==> src/rtl/arm7tdmi_pkg.sv <==
// Shared constants and types for the ARM7TDMI exception entry sequencer.
// Exception codes, vector addresses, link-register offsets and the controller state type.
package arm7tdmi_pkg;

    localparam logic [2:0] ExcUnd  = 3'd1;
    localparam logic [2:0] ExcSwi  = 3'd2;
    localparam logic [2:0] ExcPabt = 3'd3;
    localparam logic [2:0] ExcDabt = 3'd4;
    localparam logic [2:0] ExcIrq  = 3'd5;
    localparam logic [2:0] ExcFiq  = 3'd6;

    localparam logic [31:0] VecUnd  = 32'h0000_0004;
    localparam logic [31:0] VecSwi  = 32'h0000_0008;
    localparam logic [31:0] VecPabt = 32'h0000_000C;
    localparam logic [31:0] VecDabt = 32'h0000_0010;
    localparam logic [31:0] VecIrq  = 32'h0000_0018;
    localparam logic [31:0] VecFiq  = 32'h0000_001C;

    localparam logic [31:0] LrOffArm   = 32'd4;
    localparam logic [31:0] LrOffThumb = 32'd2;
    localparam logic [31:0] LrOffAbort = 32'd4;
    localparam logic [31:0] LrOffIrq   = 32'd4;
    localparam logic [31:0] LrOffDabt  = 32'd8;

    typedef enum logic [2:0] {
        StIdle,
        StSave,
        StSwitch,
        StRefill1,
        StRefill2
    } exc_ctrl_state_t;

    function automatic logic is_valid_exc(input logic [2:0] code);
        return (code >= ExcUnd) && (code <= ExcFiq);
    endfunction

endpackage

==> src/rtl/arm7tdmi_exc_lr_calc.sv <==
// Return-address computation for the banked R14 on exception entry.
module arm7tdmi_exc_lr_calc
    import arm7tdmi_pkg::*;
(
    input  logic [2:0]  exc_type_i,
    input  logic [31:0] addr_i,
    input  logic        thumb_i,
    output logic [31:0] lr_o
);

    // Additions wrap mod 2^32 by construction.
    always_comb begin
        lr_o = addr_i + LrOffIrq;
        case (exc_type_i)
            ExcDabt:         lr_o = addr_i + LrOffDabt;
            ExcPabt:         lr_o = addr_i + LrOffAbort;
            ExcSwi, ExcUnd:  lr_o = addr_i + (thumb_i ? LrOffThumb : LrOffArm);
            default:         lr_o = addr_i + LrOffIrq;
        endcase
    end

endmodule

==> src/rtl/arm7tdmi_exception_ctrl.sv <==
// Exception entry sequencer: saves SPSR/LR, switches CPSR/PC, refills the pipe, then acks.
module arm7tdmi_exception_ctrl
    import arm7tdmi_pkg::*;
(
    input  logic        clk,
    input  logic        rst,
    input  logic        exc_req,
    input  logic [2:0]  exc_type,
    input  logic [4:0]  exc_mode,
    input  logic [31:0] exc_vector,
    input  logic [31:0] exc_cpsr,
    input  logic [31:0] exc_spsr,
    input  logic [31:0] exc_addr,
    input  logic        thumb,
    input  logic        instr_boundary,
    output logic        spsr_we,
    output logic [4:0]  spsr_mode,
    output logic [31:0] spsr_wdata,
    output logic        lr_we,
    output logic [4:0]  lr_mode,
    output logic [31:0] lr_wdata,
    output logic        cpsr_we,
    output logic [31:0] cpsr_wdata,
    output logic        pc_we,
    output logic [31:0] pc_wdata,
    output logic        pipe_flush,
    output logic        stall,
    output logic        busy,
    output logic        exc_ack
);

    exc_ctrl_state_t state_q, state_d;

    logic [2:0]  type_q;
    logic [4:0]  mode_q;
    logic [31:0] vector_q;
    logic [31:0] cpsr_q;
    logic [31:0] spsr_q;
    logic [31:0] addr_q;
    logic        thumb_q;

    logic        save_q;
    logic        switch_q;
    logic        ack_q;
    logic        accept;
    logic [31:0] lr_calc;

    // Data aborts must be taken mid-instruction; everything else waits for a boundary.
    assign accept = (state_q == StIdle) && exc_req && is_valid_exc(exc_type) &&
                    (instr_boundary || (exc_type == ExcDabt));

    always_comb begin
        state_d = state_q;
        unique case (state_q)
            StIdle:    if (accept) state_d = StSave;
            StSave:    state_d = StSwitch;
            StSwitch:  state_d = StRefill1;
            StRefill1: state_d = StRefill2;
            StRefill2: state_d = StIdle;
            default:   state_d = StIdle;
        endcase
    end

    // Strobes are registered from the next state so each lands exactly in its state's cycle.
    always_ff @(posedge clk) begin
        if (rst) begin
            state_q  <= StIdle;
            type_q   <= '0;
            mode_q   <= '0;
            vector_q <= '0;
            cpsr_q   <= '0;
            spsr_q   <= '0;
            addr_q   <= '0;
            thumb_q  <= 1'b0;
            save_q   <= 1'b0;
            switch_q <= 1'b0;
            ack_q    <= 1'b0;
        end else begin
            state_q  <= state_d;
            save_q   <= (state_d == StSave);
            switch_q <= (state_d == StSwitch);
            ack_q    <= (state_d == StRefill2);
            if (accept) begin
                type_q   <= exc_type;
                mode_q   <= exc_mode;
                vector_q <= exc_vector;
                cpsr_q   <= exc_cpsr;
                spsr_q   <= exc_spsr;
                addr_q   <= exc_addr;
                thumb_q  <= thumb;
            end
        end
    end

    arm7tdmi_exc_lr_calc u_lr_calc (
        .exc_type_i (type_q),
        .addr_i     (addr_q),
        .thumb_i    (thumb_q),
        .lr_o       (lr_calc)
    );

    assign spsr_we    = save_q;
    assign spsr_mode  = save_q ? mode_q : '0;
    assign spsr_wdata = save_q ? spsr_q : '0;
    assign lr_we      = save_q;
    assign lr_mode    = save_q ? mode_q : '0;
    assign lr_wdata   = save_q ? lr_calc : '0;

    assign cpsr_we    = switch_q;
    assign cpsr_wdata = switch_q ? cpsr_q : '0;
    assign pc_we      = switch_q;
    assign pc_wdata   = switch_q ? vector_q : '0;
    assign pipe_flush = switch_q;

    assign exc_ack    = ack_q;
    assign busy       = (state_q != StIdle);
    assign stall      = busy;

endmodule

==> config.mk <==
export PLATFORM = sky130hd
export DESIGN_NAME = arm7tdmi_exception_ctrl
export DESIGN_NICKNAME = d
export VERILOG_FILES = /design/src/rtl/arm7tdmi_pkg.sv /design/src/rtl/arm7tdmi_exc_lr_calc.sv /design/src/rtl/arm7tdmi_exception_ctrl.sv
export SDC_FILE = /design/constraint.sdc
export NUM_CORES = 1
export LEC_CHECK = 0
export BUFFER_PORTS_ARGS = -buffer_cell sky130_fd_sc_hd__buf_2
export CORE_MARGIN = 5
export CORE_UTILIZATION = 56
export DETAILED_ROUTE_END_ITERATION = 10
export GPL_ROUTABILITY_DRIVEN = 0
export GPL_TIMING_DRIVEN = 0
export PLACE_DENSITY = 0.93
export REMOVE_ABC_BUFFERS = 1
export SLEW_MARGIN = 20
export SYNTH_ARGS = -nofsm -noshare
export SYNTH_HDL_FRONTEND = slang
export SYNTH_HIERARCHICAL = 1
export SYNTH_SLANG_ARGS = --single-unit
==> constraint.sdc <==
create_clock -name clk -period 4.4 [get_ports clk]
set_input_delay 0.22 -clock clk [delete_from_list [all_inputs] [get_ports clk]]
set_output_delay 0.22 -clock clk [all_outputs]
set_load 0.02 [all_outputs]
==> summary.txt, run 1 <==
Synth
  • Xor and xnor area share after synthesis: under 10%
  • Yosys cell types: 62
  • Most frequently used cell type in the post-synthesis netlist: sky130_fd_sc_hd__nand2b_1
  • Synth Flop Type: sky130_fd_sc_hd__dfxtp_1
  • Largest family of logic cells by synthesized area: simple AND/OR/NAND/NOR gates
  • Post-synthesis instance total: 1026
  • Total of warnings raised by yosys: 6
  • Average instance area after synthesis: about 8.6 µm²
  • Area share of the largest cell type after synthesis: around a third
  • Register bit count reported by yosys: 143
  • Mux contribution to synthesized area: between 10% and 20%
  • Netlist area before placement: between 0.008 and 0.009 mm²
  • Number of enable-type register cells in the synthesized netlist: 0
  • Synth area leaders: sky130_fd_sc_hd__dfxtp_1, sky130_fd_sc_hd__nand2b_1, sky130_fd_sc_hd__mux2i_1, sky130_fd_sc_hd__and2_1, sky130_fd_sc_hd__clkbuf_1
  • List of most frequent post-synthesis cells: sky130_fd_sc_hd__nand2b_1, sky130_fd_sc_hd__dfxtp_1, sky130_fd_sc_hd__mux2i_1
  • Fraction of registers with async set/reset: 0%
  • Cell type contributing the most total cell area after synthesis: sky130_fd_sc_hd__dfxtp_1
  • Compound-cell area share of the yosys netlist: under 10%
  • Sequential share of the synthesized area: around 32%
  • Simple-gate share of the synthesized area: a little under two fifths
  • Adder-cell share of the synthesized area: less than 1%

Clocking
  • Number of cells upsized or downsized after cts: 0
  • Post-CTS repair timing setup buffer count: 0
  • Clock root buffer: sky130_fd_sc_hd__clkbuf_16
  • Number of hold buffers added after CTS: 0
  • TritonCTS clock tree: built
  • Total clock buffers created by CTS: 17
  • Clock sinks: around 140
  • Buffer levels on the longest clock path: 2
  • Deepest level of the CTS H-tree: 4
  • Clock transition at path regs: about 0.06 ns
  • Insertion delay of the later-clocked pin in the worst-skew pair: between 0.4 and 0.5 ns

STA
  • Slew margin rel.: a little under a quarter
  • Unrepaired setup endpoints after global routing: false
  • Final min period: approximately 4 ns
  • Worst slew pin tran: between 1 and 1.5 ns
  • Final Max Tran Viols: 0
  • Worst-case hold slack: about 0.057 ns
  • Final Hold Fails: 0
  • Tcrit/Tclk final: roughly nine tenths
  • Worst clock skew: about 0.014 ns
  • Achievable Freq: around 250 MHz
  • Summed negative setup slack over all endpoints: 0 ns
  • Finish-stage setup viols: 0

Run
  • Max-Cap Viols: 0

Worst hold path
  • Worst-case hold path end point: cpsr_q[18]$_SDFFE_PP0P_
  • Hold Path Origin: exc_cpsr[18]
  • Cell count of the worst hold path: 3
  • Path class of the lowest-slack min-delay path: input pin to flip-flop

GRT
  • Vias in the first global route: ~7600
  • Maximum number of pins on one net before global-route repair: 144
  • Number of antenna violations at the first check in global routing: 3
  • All-layer global routing usage: 24.30%
  • Total congestion overflow after global routing: 0
  • First-pass GRT wire length: between 30 and 40 mm

Place
  • Port Buffer Count: 286
  • DP Wirelength: about 17 mm

Worst setup path
  • R2r endpoint: spsr_q[3]$_SDFFE_PP0P_
  • Worst flop-to-flop path startpoint: state_q[0]$_SDFF_PP0_
  • CP Data Required Time: around 4.2 ns
  • Critical path cell sequence: inv_1 -> fa_1 -> or3_1 -> a21boi_0 -> o211ai_1 -> nor4b_1 -> xor2_1 -> and2_1 -> buf_2
  • Setup slack on the worst flop-to-flop path: 1.72 ns
  • Arr. time, crit path: 3.76 ns
  • R2R cell count: 7
  • Worst stage delay on the critical path: around 0.59 ns
  • Number of buffers and inverters on the critical path: 2
  • Capturing element type of the critical path: output pin
  • Crit-path leading delay family: simple AND/OR/NAND/NOR gates
  • Type of the worst setup path: flip-flop to output pin
  • Critical Path Slowest Stage Cell: sky130_fd_sc_hd__dfxtp_1
  • Kind of launch point of the worst setup path: flip-flop
  • Peak fanout along the critical path: 12

Layout
  • Fraction of final layout cells sized beyond drive strength 1: 27.01%
  • Area growth from synthesis to layout: 23.82%
  • Count of filler cells inserted in the layout: around 1200
  • Total number of nets in the final design: between 1000 and 1500

Route
  • Routed length per instance: between 15 and 20 µm
  • Wire length reported by the detailed router: about 23 mm
  • Violation count after the first detailed-route iteration: approximately 520
  • Pre-antenna DRT Iters: 6
  • Per-cell via count in the routed design: around 5.3
  • ANT nets after route: 0
  • Total via count in the routed design: roughly 8000
  • DRC errors left: 0

Floorplan
  • Number of standard-cell rows in the floorplan: between 40 and 50
  • Die Height: 135.7 µm
  • Overall die area: approximately 0.018 mm²
  • Standard cell core area: 0.01571 mm²
  • Effective utilization at floorplan: a little under three fifths
  • Chip width: 135.7 µm
  • IO Count: approximately 290

Power
  • Ratio of total power to cell area: about 320 mW/mm²
  • Leakage Power: approximately 0.005 µW
  • IR drop worst, VDD: between 0.2 and 0.25 mV
  • Total power: approximately 3500 µW

Outcome
  • Run status: complete, no violations
[flip-flops by register name (all words and copies together) (netlist names)]
signal and count:
cpsr_we 1, vector_q 32, type_q 3, thumb_q 1
mode_q 5, spsr_q 32, lr_we 1, exc_ack 1
cpsr_q 32, addr_q 32, state_q 3
[cells by family (layout without fill, tap and decap cells)]
group / Yosys count / after routing
compound gates: 75 / 75
xor+xnor: 26 / 26
fa+ha+maj: 6 / 6
buf+inv: 98 / 338
flops: 143 / 143
mux: 139 / 139
other cells: 0 / 1
simple gates: 539 / 539
[per-stage QoR]
stage          std cells  setup slack (ns)  instance area [µm²]  utilization [%]
2_1_floorplan        939           0.09539                 8388                -
3_3_place_gp        1441           -0.7257                10090            64.21
3_5_place_dp        1451            0.9898                10350            65.85
4_1_cts             1482            0.5141                10950            69.69
5_1_grt             1483            0.2640                10950            69.71
6_report            1483            0.4178                10950            69.71
[worst max path at each step]
stage / from / endpoint / depth (start not counted)
floorplan: state_q[0]$_SDFF_PP0_ / addr_q[0]$_SDFFE_PP0P_ / 3
global placement: state_q[0]$_SDFF_PP0_ / addr_q[9]$_SDFFE_PP0P_ / 3
detailed placement: addr_q[2]$_SDFFE_PP0P_ / lr_wdata[29] / 9
CTS: addr_q[2]$_SDFFE_PP0P_ / lr_wdata[29] / 9
global route: addr_q[2]$_SDFFE_PP0P_ / lr_wdata[29] / 9
finish: addr_q[2]$_SDFFE_PP0P_ / lr_wdata[29] / 9
[tightest hold or removal path: cells and delay by family]
| kind | cells | cell delay [ns] |
|---|---|---|
| buffers and inverters | 1 | 0.09 |
| multiplexers | 1 | 0.06 |
| AND/OR/NAND/NOR | 1 | 0.05 |
[placed cells by master, fill, tap and decap left out, types with 3 or more instances in the layout]
master,count
sky130_fd_sc_hd__buf_2,285
sky130_fd_sc_hd__nand2b_1,276
sky130_fd_sc_hd__dfxtp_1,141
sky130_fd_sc_hd__mux2i_1,139
sky130_fd_sc_hd__and2_1,136
sky130_fd_sc_hd__nand2_1,29
sky130_fd_sc_hd__nor2_1,26
sky130_fd_sc_hd__xor2_1,18
sky130_fd_sc_hd__clkbuf_16,17
sky130_fd_sc_hd__o21ai_0,15
sky130_fd_sc_hd__nand3_1,15
sky130_fd_sc_hd__nor3_1,14
sky130_fd_sc_hd__inv_1,11
sky130_fd_sc_hd__a21oi_1,11
sky130_fd_sc_hd__xnor2_1,8
sky130_fd_sc_hd__and3_1,8
sky130_fd_sc_hd__a31oi_1,7
sky130_fd_sc_hd__buf_16,6
sky130_fd_sc_hd__nor4_1,6
sky130_fd_sc_hd__nor2b_1,5
sky130_fd_sc_hd__nand4_1,5
sky130_fd_sc_hd__o22ai_1,5
sky130_fd_sc_hd__or3_1,4
sky130_fd_sc_hd__buf_12,4
sky130_fd_sc_hd__o31ai_1,4
sky130_fd_sc_hd__o221ai_1,4
sky130_fd_sc_hd__ha_1,4
sky130_fd_sc_hd__a21boi_0,3
sky130_fd_sc_hd__bufinv_16,3
sky130_fd_sc_hd__clkinv_2,3
sky130_fd_sc_hd__clkinv_4,3
sky130_fd_sc_hd__or3b_2,3
sky130_fd_sc_hd__o21a_1,3
sky130_fd_sc_hd__a21o_1,3
[layout make-up]
cell class | instances | area [µm²] | area share (%)
diodes | 1 | 2.502 | 0.02285
clock buffers | 19 | 442.9 | 4.044
clock inverters | 12 | 160.2 | 1.462
inverters | 11 | 41.29 | 0.3770
multi-input cells | 785 | 5484 | 50.07
flip-flops and latches | 143 | 2865 | 26.16
well taps | 216 | 270.3 | 2.467
repair buffers | 296 | 1687 | 15.40
[layer usage]
metal	share of wire, %	GRT usage, %	vias up	wire length [µm]
met5	0.091	0	-	21
met4	2.7	8.847	4	619
met3	9.9	9.064	55	2299
met2	50	42.53	346	11530
met1	38	26.93	3547	8701
li1	-	-	3839	-
[power breakdown]
| group | total (µW) | internal, µW | switching (µW) |
|---|---|---|---|
| logic | 532 | 273 | 259 |
| registers | 1470 | 1380 | 84.7 |
| clock network | 1480 | 911 | 573 |
No activity file was read; power rests on OpenSTA's default activity.
==> inputs of run 2 (changes only) <==
--- a/config.mk
+++ b/config.mk
@@ -7,11 +7,11 @@
 export LEC_CHECK = 0
 export BUFFER_PORTS_ARGS = -buffer_cell sky130_fd_sc_hd__buf_2
 export CORE_MARGIN = 5
-export CORE_UTILIZATION = 56
+export CORE_UTILIZATION = 47
 export DETAILED_ROUTE_END_ITERATION = 10
 export GPL_ROUTABILITY_DRIVEN = 0
 export GPL_TIMING_DRIVEN = 0
-export PLACE_DENSITY = 0.93
+export PLACE_DENSITY = 0.84
 export REMOVE_ABC_BUFFERS = 1
 export SLEW_MARGIN = 20
 export SYNTH_ARGS = -nofsm -noshare
==> constraint.sdc (replaced) <==
create_clock -name clk -period 3.35 [get_ports clk]
set_input_delay 0.1675 -clock clk [delete_from_list [all_inputs] [get_ports clk]]
set_output_delay 0.1675 -clock clk [all_outputs]
set_load 0.02 [all_outputs]
==> run 2 against run 1 <==
Via count up 1.6%. Die area up 18%. Sequential power rose by 31%. Worst hold slack got worse by 0.044 ns. Routed wire length rose by 4.6%. Final cell count increased by 3.9%. Final area grew 3.8%. First-iteration DRC count down 22%. Sequential share of layout area decreased by 0.91 points. Combinational power grew 41%. Clock power rose by 28%. Clock skew grew 0.00056 ns. Critical path type unchanged.
==> summary.txt, run 2 (same netlist as run 1, synthesis figures left out) <==
Outcome
  • Run status: complete, no violations

Route
  • DRC errors left: 0
  • ANT nets after route: 0
  • Pre-antenna DRT Iters: 6
  • Violation count after the first detailed-route iteration: between 400 and 500
  • Wire length reported by the detailed router: approximately 24 mm
  • Per-cell via count in the routed design: about 5
  • Routed length per instance: 15.73 µm
  • Total via count in the routed design: around 7900

Layout
  • Area taken by multi-input logic gates: roughly 0.0055 mm²
  • Count of filler cells inserted in the layout: about 1600
  • Total number of nets in the final design: 1439
  • Final Non-Filler Cells: around 1500
  • Fraction of final layout cells sized beyond drive strength 1: between 20% and 30%
  • Register Area: around 0.0029 mm²
  • Final design instance area without fill: 0.01137 mm²
  • Most common cell after layout, fill and taps aside: sky130_fd_sc_hd__buf_2
  • Most frequent cells in the layout: sky130_fd_sc_hd__buf_2, sky130_fd_sc_hd__nand2b_1, sky130_fd_sc_hd__mux2i_1, sky130_fd_sc_hd__dfxtp_1, sky130_fd_sc_hd__and2_1
  • Area growth from synthesis to layout: 28.50%

Worst setup path
  • R2r endpoint: spsr_q[7]$_SDFFE_PP0P_
  • Arr. time, crit path: 2.99 ns
  • Capturing element type of the critical path: output pin
  • R2R cell count: 6
  • CP Data Required Time: about 3.2 ns
  • Worst flop-to-flop path startpoint: state_q[0]$_SDFF_PP0_
  • Kind of launch point of the worst setup path: flip-flop
  • Setup slack on the worst flop-to-flop path: about 1.1 ns
  • Type of the worst setup path: flip-flop to output pin
  • Peak fanout along the critical path: 12
  • Capturing instance or port of the critical path: lr_wdata[21]
  • Critical path origin: thumb_q$_SDFFE_PP0P_

Clocking
  • Buffer levels on the longest clock path: 2
  • Insertion delay of the later-clocked pin in the worst-skew pair: around 0.4 ns
  • Total clock buffers created by CTS: 17
  • TritonCTS clock tree: built
  • Clock sinks: about 140
  • Clock root buffer: sky130_fd_sc_hd__clkbuf_16
  • Deepest level of the CTS H-tree: 4
  • Clock transition at path regs: ~0.060 ns

Floorplan
  • Chip width: around 150 µm
  • IO Count: 287
  • Die Height: 147.2 µm
  • Effective utilization at floorplan: a little under half
  • Standard cell core area: about 0.019 mm²
  • Overall die area: between 0.02 and 0.025 mm²
  • Number of standard-cell rows in the floorplan: 50

STA
  • Summed negative setup slack over all endpoints: 0 ns
  • Tcrit/Tclk final: 94.15%
  • Slew margin rel.: 47.53%
  • Finish-stage setup viols: 0
  • Worst clock skew: roughly 0.015 ns
  • Final Max Tran Viols: 0
  • Worst slew pin tran: approximately 0.79 ns
  • Final min period: 3.154 ns
  • Achievable Freq: between 300 and 400 MHz
  • Final Hold Fails: 0
  • Unrepaired setup endpoints after global routing: false

Power
  • IR drop worst, VDD: between 0.3 and 0.4 mV
  • Switching component of the power: around 1300 µW
  • Ratio of total power to cell area: a little over 400 mW/mm²
  • Reg power frac: a little over two fifths
  • Combinational share of power: about 16%
  • Switching Fraction: 27.44%
  • Part of the total power dissipated in the clock network: between 40% and 50%
  • Leakage Power: ~0.0050 µW
  • Internal power component: about 3300 µW

Run
  • Max-Cap Viols: 0

GRT
  • Maximum number of pins on one net before global-route repair: between 100 and 150
  • Number of antenna violations at the first check in global routing: 3
  • All-layer global routing usage: between 20% and 30%
  • Total congestion overflow after global routing: 0
  • Vias in the first global route: about 7900
  • First-pass GRT wire length: around 39 mm

Worst hold path
  • Path class of the lowest-slack min-delay path: input pin to flip-flop

Place
  • Port Buffer Count: approximately 290
  • DP Wirelength: ~17 mm
  • Placed cell count: about 1500
  • Placed Instance Area: just over 0.01 mm²
[run 2: power groups by stage]
stage | clock, µW | combinational (µW) | sequential [µW]
after global placement | 0 | 675 | 1960
final | 1900 | 752 | 1920
after detailed placement | 0 | 712 | 1950
after global routing | 2030 | 820 | 1940
after CTS | 1950 | 745 | 1920
after floorplan | 0 | 456 | 1930
[run 2: area by class of cell]
cell class,count,share of cell area [%]
clock buffers,17,3.742
clock inverters,14,1.376
inverters,11,0.3632
diodes,2,0.04403
multi-input cells,785,48.38
well taps,234,2.576
repair buffers,335,18.27
flip-flops and latches,143,25.25
[run 2: worst min-delay path by stage]
stage | to | depth (start not counted) | slack (ns) | startpoint
2_1_floorplan | state_q[1]$_SDFF_PP0_ | 1 | 0.24 | rst
3_3_place_gp | cpsr_q[7]$_SDFFE_PP0P_ | 3 | 0.43 | exc_cpsr[7]
3_5_place_dp | cpsr_q[5]$_SDFFE_PP0P_ | 3 | 0.44 | exc_cpsr[5]
4_1_cts | cpsr_q[0]$_SDFFE_PP0P_ | 3 | 0.0003 | exc_cpsr[0]
5_1_grt | vector_q[19]$_SDFFE_PP0P_ | 3 | 0.003 | exc_vector[19]
6_report | thumb_q$_SDFFE_PP0P_ | 3 | 0.01 | thumb
[run 2: per-layer routing]
metal,vias up,GRT usage (%),wire [µm]
met2,335,36.94,11750
met4,2,7.223,505
li1,3924,-,-
met3,44,8.051,2371
met1,3613,25.23,9597
met5,-,0,12
[run 2: repair_timing]
item                       CTS  global route
buffers inserted             1             3
gates resized for setup      3             3
hold buffers                34             0
pin swaps                    1             1
hold endpoints to repair    34             0
cloned                       0             0
setup endpoints to repair   12             8
[run 2: critical path, stage by stage (launching register included)]
cell and delay (ns):
sky130_fd_sc_hd__dfxtp_2 0.36, sky130_fd_sc_hd__ha_1 0.19, sky130_fd_sc_hd__inv_1 0.07, sky130_fd_sc_hd__fa_2 0.40, sky130_fd_sc_hd__or3_1 0.31, sky130_fd_sc_hd__a21boi_0 0.18, sky130_fd_sc_hd__o211ai_1 0.10, sky130_fd_sc_hd__buf_4 0.22
sky130_fd_sc_hd__nor4_1 0.24, sky130_fd_sc_hd__xor2_1 0.19, sky130_fd_sc_hd__and2_1 0.14, sky130_fd_sc_hd__buf_2 0.17
[run 2: stage by stage]
stage                     total power (µW)  hold WS (ns)  setup slack, ns  util (%)
after floorplan                       2391        0.2442          -0.9546         -
after global placement                2639        0.4283           -1.890     54.24
after detailed placement              2667        0.4351          -0.1017     55.73
after CTS                             4616     0.0003389          0.08238     60.77
after global routing                  4784      0.002769         0.005376     60.97
final                                 4572       0.01322           0.1958     60.97
